## config.mk

```make
export PLATFORM = sky130hd
export DESIGN_NAME = truth_table_scanner_flat
export DESIGN_NICKNAME = d
export VERILOG_FILES = /design/src/rtl/truth_table_scanner_if.sv /design/src/rtl/truth_table_scanner.sv /design/src/flat_wrapper.sv
export SDC_FILE = /design/constraint.sdc
export NUM_CORES = 1
export LEC_CHECK = 0
export CORE_ASPECT_RATIO = 0.9
export CORE_MARGIN = 4
export CORE_UTILIZATION = 59
export DETAILED_ROUTE_END_ITERATION = 7
export DONT_BUFFER_PORTS = 1
export GPL_TIMING_DRIVEN = 0
export HOLD_SLACK_MARGIN = 0.05
export MAX_ROUTING_LAYER = met4
export PLACE_DENSITY = 0.74
export SYNTH_ARGS = -nofsm -noshare
export SYNTH_HDL_FRONTEND = slang
export SYNTH_SLANG_ARGS = --single-unit
```

## constraint.sdc

```tcl
create_clock -name clk -period 1.8 [get_ports clk]
set_clock_uncertainty 0.1 [all_clocks]
set_input_delay 0.36 -clock clk [delete_from_list [all_inputs] [get_ports clk]]
set_output_delay 0.36 -clock clk [all_outputs]
set_load 0.005 [all_outputs]
```

## src/rtl/truth_table_scanner_if.sv

```systemverilog
// Handshake bundle between the truth-table scanner and its driver/checker.
// Optional mismatch outputs exist only when TT_SCAN_MISMATCH_EN is defined.
interface truth_table_scanner_if #(
    parameter int N_INPUTS = 3
);
    localparam int TW = 2 ** N_INPUTS;

    logic                start;
    logic                dut_out;
    logic [N_INPUTS-1:0] vars_out;
    logic                busy;
    logic                done;
    logic [TW-1:0]       table_out;
    logic                pass;

`ifdef TT_SCAN_MISMATCH_EN
    logic [N_INPUTS:0]   err_cnt;
    logic [N_INPUTS-1:0] first_fail;
    logic                any_fail;

    modport master (
        output start,
        output dut_out,
        input  vars_out,
        input  busy,
        input  done,
        input  table_out,
        input  pass,
        input  err_cnt,
        input  first_fail,
        input  any_fail
    );

    modport slave (
        input  start,
        input  dut_out,
        output vars_out,
        output busy,
        output done,
        output table_out,
        output pass,
        output err_cnt,
        output first_fail,
        output any_fail
    );
`else
    modport master (
        output start,
        output dut_out,
        input  vars_out,
        input  busy,
        input  done,
        input  table_out,
        input  pass
    );

    modport slave (
        input  start,
        input  dut_out,
        output vars_out,
        output busy,
        output done,
        output table_out,
        output pass
    );
`endif
endinterface

```

## src/rtl/truth_table_scanner.sv

```systemverilog
// Exhaustive stimulus/capture stage: walks all input vectors of a combinational
// block, records its truth table and compares it with EXPECTED.
// Optional feature macro: TT_SCAN_MISMATCH_EN (error count / first failing index).
module truth_table_scanner #(
    parameter int                      N_INPUTS      = 3,
    parameter int                      SETTLE_CYCLES = 1,
    parameter logic [2**N_INPUTS-1:0]  EXPECTED      = 8'b1010_1100
) (
    input  logic                  clk,
    input  logic                  reset,
    truth_table_scanner_if.slave  bus
);
    localparam int TW = 2 ** N_INPUTS;
    localparam int CW = (SETTLE_CYCLES > 1) ? $clog2(SETTLE_CYCLES) : 1;
    localparam logic [CW-1:0]     CNT_MAX = CW'(SETTLE_CYCLES - 1);
    localparam logic [N_INPUTS:0] IDX_MAX = (N_INPUTS + 1)'(TW - 1);

    typedef enum logic [1:0] {
        IDLE,
        SETTLE,
        SAMPLE,
        FINISH
    } state_t;

    state_t              state;
    state_t              state_d;
    logic [N_INPUTS:0]   idx;
    logic [CW-1:0]       cnt;
    logic                busy_q;
    logic                done_q;
    logic [TW-1:0]       table_q;
    logic                pass_q;

    logic                accept;
    logic                sample;
    logic                last;
    logic                settle_end;

`ifdef TT_SCAN_MISMATCH_EN
    logic [N_INPUTS:0]   err_q;
    logic [N_INPUTS-1:0] first_q;
    logic                any_q;
    logic                miss;
`endif

    // State register
    always_ff @(posedge clk or posedge reset) begin
        if (reset) begin
            state <= IDLE;
        end else begin
            state <= state_d;
        end
    end

    // Next-state decode and per-state control strobes
    always_comb begin
        state_d    = state;
        accept     = 1'b0;
        sample     = 1'b0;
        last       = (idx == IDX_MAX);
        settle_end = (cnt == CNT_MAX);
        unique case (state)
            IDLE: begin
                if (bus.start) begin
                    accept  = 1'b1;
                    state_d = SETTLE;
                end
            end
            SETTLE: begin
                if (settle_end) begin
                    state_d = SAMPLE;
                end
            end
            SAMPLE: begin
                sample  = 1'b1;
                state_d = last ? FINISH : SETTLE;
            end
            FINISH: begin
                state_d = IDLE;
            end
            default: begin
                state_d = IDLE;
            end
        endcase
    end

`ifdef TT_SCAN_MISMATCH_EN
    // A sampled bit disagreeing with the expected mask (X/Z never counts)
    always_comb begin
        miss = 1'b0;
        if (bus.dut_out != EXPECTED[idx[N_INPUTS-1:0]]) begin
            miss = 1'b1;
        end
    end
`endif

    // Datapath: vector index, settle counter, captured table and verdict
    always_ff @(posedge clk or posedge reset) begin
        if (reset) begin
            idx     <= '0;
            cnt     <= '0;
            busy_q  <= 1'b0;
            done_q  <= 1'b0;
            table_q <= '0;
            pass_q  <= 1'b0;
`ifdef TT_SCAN_MISMATCH_EN
            err_q   <= '0;
            first_q <= '0;
            any_q   <= 1'b0;
`endif
        end else begin
            done_q <= 1'b0;
            if (accept) begin
                idx     <= '0;
                cnt     <= '0;
                table_q <= '0;
                pass_q  <= 1'b0;
                busy_q  <= 1'b1;
`ifdef TT_SCAN_MISMATCH_EN
                err_q   <= '0;
                first_q <= '0;
                any_q   <= 1'b0;
`endif
            end
            if (state == SETTLE && !settle_end) begin
                cnt <= cnt + CW'(1);
            end
            if (sample) begin
                table_q[idx[N_INPUTS-1:0]] <= bus.dut_out;
                if (!last) begin
                    idx <= idx + (N_INPUTS + 1)'(1);
                    cnt <= '0;
                end
`ifdef TT_SCAN_MISMATCH_EN
                if (miss) begin
                    err_q <= err_q + (N_INPUTS + 1)'(1);
                    any_q <= 1'b1;
                    if (err_q == '0) begin
                        first_q <= idx[N_INPUTS-1:0];
                    end
                end
`endif
            end
            if (state == FINISH) begin
                done_q <= 1'b1;
                busy_q <= 1'b0;
                pass_q <= (table_q == EXPECTED);
            end
        end
    end

    assign bus.vars_out  = idx[N_INPUTS-1:0];
    assign bus.busy      = busy_q;
    assign bus.done      = done_q;
    assign bus.table_out = table_q;
    assign bus.pass      = pass_q;
`ifdef TT_SCAN_MISMATCH_EN
    assign bus.err_cnt    = err_q;
    assign bus.first_fail = first_q;
    assign bus.any_fail   = any_q;
`endif
endmodule

```

## src/flat_wrapper.sv

```systemverilog
// flat-port wrapper written by rule: the top's interface ports become plain ports
module truth_table_scanner_flat 
#(
    parameter int                      N_INPUTS      = 3,
    parameter int                      SETTLE_CYCLES = 1,
    parameter logic [2**N_INPUTS-1:0]  EXPECTED      = 8'b1010_1100
)
  (clk, reset, bus_start, bus_dut_out, bus_vars_out, bus_busy, bus_done, bus_table_out, bus_pass);
  truth_table_scanner_if #(.N_INPUTS(N_INPUTS)) bus_i ();
  input  logic clk;
  input  logic reset;
  input wire logic [$bits(bus_i.start)-1:0] bus_start;
  input wire logic [$bits(bus_i.dut_out)-1:0] bus_dut_out;
  output wire logic [$bits(bus_i.vars_out)-1:0] bus_vars_out;
  output wire logic [$bits(bus_i.busy)-1:0] bus_busy;
  output wire logic [$bits(bus_i.done)-1:0] bus_done;
  output wire logic [$bits(bus_i.table_out)-1:0] bus_table_out;
  output wire logic [$bits(bus_i.pass)-1:0] bus_pass;
  assign bus_i.start = bus_start;
  assign bus_i.dut_out = bus_dut_out;
  assign bus_vars_out = bus_i.vars_out;
  assign bus_busy = bus_i.busy;
  assign bus_done = bus_i.done;
  assign bus_table_out = bus_i.table_out;
  assign bus_pass = bus_i.pass;
  truth_table_scanner #(.N_INPUTS(N_INPUTS), .SETTLE_CYCLES(SETTLE_CYCLES), .EXPECTED(EXPECTED)) u_core (.clk(clk), .reset(reset), .bus(bus_i));
endmodule
```

# Word-level counts from Yosys, hierarchy flattened

Cells that the tools add are included.

Output and inout port bits: 14
Flip-flop bits (word level): 18
Logic and storage cells: 47

Equality and inequality tests: 7
$lt $le $gt $ge: 2
Add/subtract/negate cells: 2
Multiplexer cells: 24
Reductions and logical operators: 5

Operator list:

| kind                                                                                 | number |
|---|---|
| 8-bit two-way mux                                                                    | 2 |
| 1-bit two-way mux                                                                    | 13 |
| 4-bit two-way mux                                                                    | 3 |
| 8-bit bitwise mux                                                                    | 1 |
| 8-bit equality test (second input constant)                                          | 1 |
| 2-bit one-hot mux with 4 select lines                                                | 1 |
| 2-bit two-way mux                                                                    | 3 |
| 4-bit by 1-bit adder with 4-bit output (second input constant)                       | 1 |
| 2-bit equality test (second input constant)                                          | 2 |
| 4-bit by 3-bit equality test with 1-bit output (second input constant)               | 1 |
| 3-bit by 4-bit < comparator with 1-bit output (second input constant)                | 1 |
| 2-bit inequality test (second input constant)                                        | 2 |
| 1-bit demux with 3-bit select                                                        | 1 |
| 3-bit by 1-bit greater-or-equal comparator with 1-bit output (second input constant) | 1 |
| 2-bit by 1-bit equality test with 1-bit output (second input constant)               | 1 |
| 1-bit logical AND                                                                    | 2 |
| 2-bit logical NOT                                                                    | 1 |
| 2-bit AND reduction                                                                  | 1 |
| 2-bit nonzero test                                                                   | 1 |
| 1-bit adder (second input constant)                                                  | 1 |

# Logic depth before layout (Yosys ltp)

Word-level depth: 6
Mapped depth: 4
Gate-level depth less buffers: 4

# Worst setup path after synthesis

OpenSTA, ideal clock, no wires.

Path kind: register -> register
From: register u_core.idx[0]
To: register u_core.idx[0]
Slack: 0.252 ns
Required time: 1.631 ns
Buffers on the path: 0
Setup time: 0.069 ns
Cell stages (with the launch flop): 5
Data arrival time: 1.379 ns
Period minus slack after synthesis: 1.548 ns
Path through: dfrtp_1 > ha_1 > and3b_4 > or4b_1 > nand3_1

Word-level cells in the longest chain between the ends: 3
Elaborated cells on any way between the ends: 5
Classes of those cells: add/sub (1); eq/ne (1); mux (3)

RTL lines:

| element                                                        | line                       | text |
|---|---|---|
| start: declaration                                             | truth_table_scanner.sv:27  | `logic [N_INPUTS:0] idx;` |
| start signal: assignment                                       | truth_table_scanner.sv:131 | `idx <= idx + (N_INPUTS + 1)'(1);` |
| 4-bit by 1-bit adder with 4-bit output (tied with other cells) | truth_table_scanner.sv:131 |  |
| 4-bit two-way mux                                              | truth_table_scanner.sv:130 | `if (!last) begin` |
| 4-bit two-way mux (*)                                          | truth_table_scanner.sv:128 | `if (sample) begin` |

Mark *: on every way between the ends. The rest lies on a longest branch, timed or not.
A chain may end at the register's enable or synchronous reset.

# Worst setup path after layout

Ends and elaborated chain as after synthesis.

==> impl_results.md <==
* Peak VDD IR at 0.000665 V
* Detailed Route WL at 1770 microns
* RSZ-0062 raised after global routing: false
* Post_cts resized at 0
* Commonest non-fill, non-tap cell in the layout: dfrtp_1
* I/O pin count at 18
* Pre-CTS WS at 0.122 ns
* Placer Congestion at 0.845
* Compound-Gate Fraction of Synth Area at 0.0839
* Die H at 45.3 microns
* Fmax at 591 MHz
* Synth warn at 0
* CP endpoint kind: flop
* CTS tree: yes
* Initial Utilization at 0.628
* Fin crit period at 1.69 ns
* Startpoint types: flop
* Root buffer cell: clkbuf_4
* Max-cap viol count at 0
* Antenna viol nets, final at 0
* Num rows at 13
* Netlist cell types at 27
* Post-synthesis mux area share at 0.0770
* DP HPWL at 1280 microns
* Clock Sinks at 18
* Final Hold Viols at 0
* Most frequent cells in the layout: dfrtp_1 (18), nand2_1 (17), mux2i_1 (7)
* Power Dens Cells at 1260 nW/um^2
* Worst-skew pair later-pin latency at 0.29 ns
* Worst hold path type: in2reg
* Sequential power share at 0.495
* Final period utilization at 0.939
* Number of I/O port buffers at 0
* Comb pwr share at 0.306
* Worst-margin pin slew at 0.672 ns
* Synthesized area at 910 sq um
* Pins Over Slew Limit at 0
* Final #Nets at 105
* Final setup TNS at 0 ns
* Cell depth of the worst flop-to-flop path at 4
* Post-synth top flop: dfrtp_1
* Main combinational cell family by area after synthesis: simple AND/OR/NAND/NOR gates
* Simple-gate share of the synthesized area at 0.257
* Hold path cells at 3
* Sw Pwr at 0.449 mW
* Initial antenna violation count at 0
* CTS Buf Count at 3
* Vias in the first global route at 693
* Core area at 1450 sq um
* Slew HR at 0.552
* Post-synth EDFFs at 0
* CP Class: reg2reg
* Largest net degree at the start of global routing at 19
* FFs w/ async S/R, synth at 1.00
* Worst-case clock buffer depth at 2
* DR iter-0 viols at 11
* Adder-cell share of the synthesized area at 0.0138
* Syn Inst Count at 94
* Clk pwr share at 0.199
* Synthesis-to-layout area growth at 7.15%
* Internal power at 0.779 mW
* Total gr overflow at 0
* Drt pass-1 iters at 4
* Syn Area/Cell at 9.68 sq um
* Post-synthesis xor/xnor area fraction at 0
* Layout cells sized above 1 at 0.121
* Worst Slack Setup Final at 0.109 ns
* WHS at 0.183 ns
* Total chip power at 1.23 mW
* Leak at 0.452 nW
* First-pass GRT wire length at 2990 microns
* Reg clk slew, reported paths at 0.10 ns
* Register bit total from synthesis at 18
* DRC viols at 0
* Diodes inserted at 0
* Switch share at 0.365
* Routed WL per cell at 15.5 microns
* Crit path DAT at 1.82 ns
* Worst EP required at 1.93 ns
* Post-synthesis sequential area ratio at 0.495
* Synthesized Nets at 99
* DIE AREA at 2230 sq um
* Utilization after layout at 0.673
* Crit-path max FO at 7
* Final setup fails at 0
* Htree depth at 1
* Via count at 700
* Fill count at 119
* Global Route Usage Sum at 0.182
* DIE WIDTH at 49.4 microns
* Vias per inst at 6.14
* Post-CTS Setup Bufs at 0
* Hold buffers post-CTS at 1
* Status: finished, final reports clean
[synthesized netlist by cell type, types with 2 or more instances]
| master | instances | area (sq um) |
|---|---|---|
| nand2_1 | 17 | 63.8 |
| a21oi_1 | 2 | 10.0 |
| buf_4 | 3 | 22.5 |
| nor4bb_1 | 2 | 20.0 |
| buf_2 | 2 | 10.0 |
| mux2i_1 | 7 | 70.1 |
| nand3b_1 | 3 | 22.5 |
| nor2_1 | 3 | 11.3 |
| nor3b_1 | 2 | 15.0 |
| dfrtp_1 | 18 | 450 |
| o22ai_1 | 2 | 12.5 |
| o21ai_0 | 6 | 30.0 |
| nand3_1 | 6 | 30.0 |
| inv_1 | 6 | 22.5 |
| clkbuf_1 | 3 | 11.3 |
[cells by family (layout without fill, tap and decap cells)]
logic type,after synthesis,after routing
multiplexers,7,7
adder cells (fa/ha/maj),1,1
flip-flops,18,18
AO/OA/AOI/OAI,13,13
AND/OR/NAND/NOR,41,41
buffers and inverters,14,19
[critical path, cell delays in order, from the launching register on]
cell	delay, ns
dfrtp_1	0.47
ha_1	0.28
and3b_4	0.23
or4b_1	0.46
nand3_1	0.08
[metrics by stage]
stage | std cells | area (sq um)
final | 114 | 975
after global routing | 114 | 975
after floorplan | 94 | 910
after global placement | 109 | 928
after detailed placement | 109 | 928
after CTS | 114 | 975
[routing by layer]
layer,up-vias,wire length [microns],global-route usage
li1,335,-,-
met1,343,797,0.220
met2,16,829,0.291
met3,6,101,0.0462
met4,0,38,0.0829
met5,-,0,-
[sequential cells by signal, summed over array words and instances (netlist names)]
signal,flops
u_core.cnt,1
u_core.idx,4
u_core.state,2
u_core.bus.busy,1
u_core.bus.table_out,8
u_core.bus.done,1
u_core.bus.pass,1
[power groups by stage]
stage / combinational (mW) / clock, mW / sequential (mW)
floorplan: 0.309 / 0 / 0.586
global route: 0.430 / 0.271 / 0.625
global placement: 0.357 / 0 / 0.608
detailed placement: 0.373 / 0 / 0.616
finish: 0.376 / 0.245 / 0.608
CTS: 0.376 / 0.251 / 0.608
[worst paths after layout]
kind                               startpoint                      end  slack (ns)
worst min register to register     u_core.cnt          u_core.state[1]        0.35
worst min-delay path                bus_start               u_core.cnt        0.18
min in group asynchronous               reset          u_core.bus.pass        0.49
max in group asynchronous               reset  u_core.bus.table_out[5]        0.68
worst max register to register  u_core.idx[0]            u_core.idx[0]        0.11
worst max-delay path            u_core.idx[0]            u_core.idx[0]        0.11
[area by class of cell]
cell class / instances / area (sq um) / share of cell area
sequential: 18 / 450 / 0.462
multi-input combinational: 62 / 393 / 0.403
buffer: 8 / 43.8 / 0.0449
clock buffer: 4 / 36.3 / 0.0372
inverter: 6 / 22.5 / 0.0231
tap: 15 / 18.8 / 0.0193
timing repair buffer: 1 / 10.0 / 0.0103
Power figures use the tool's default switching activity.
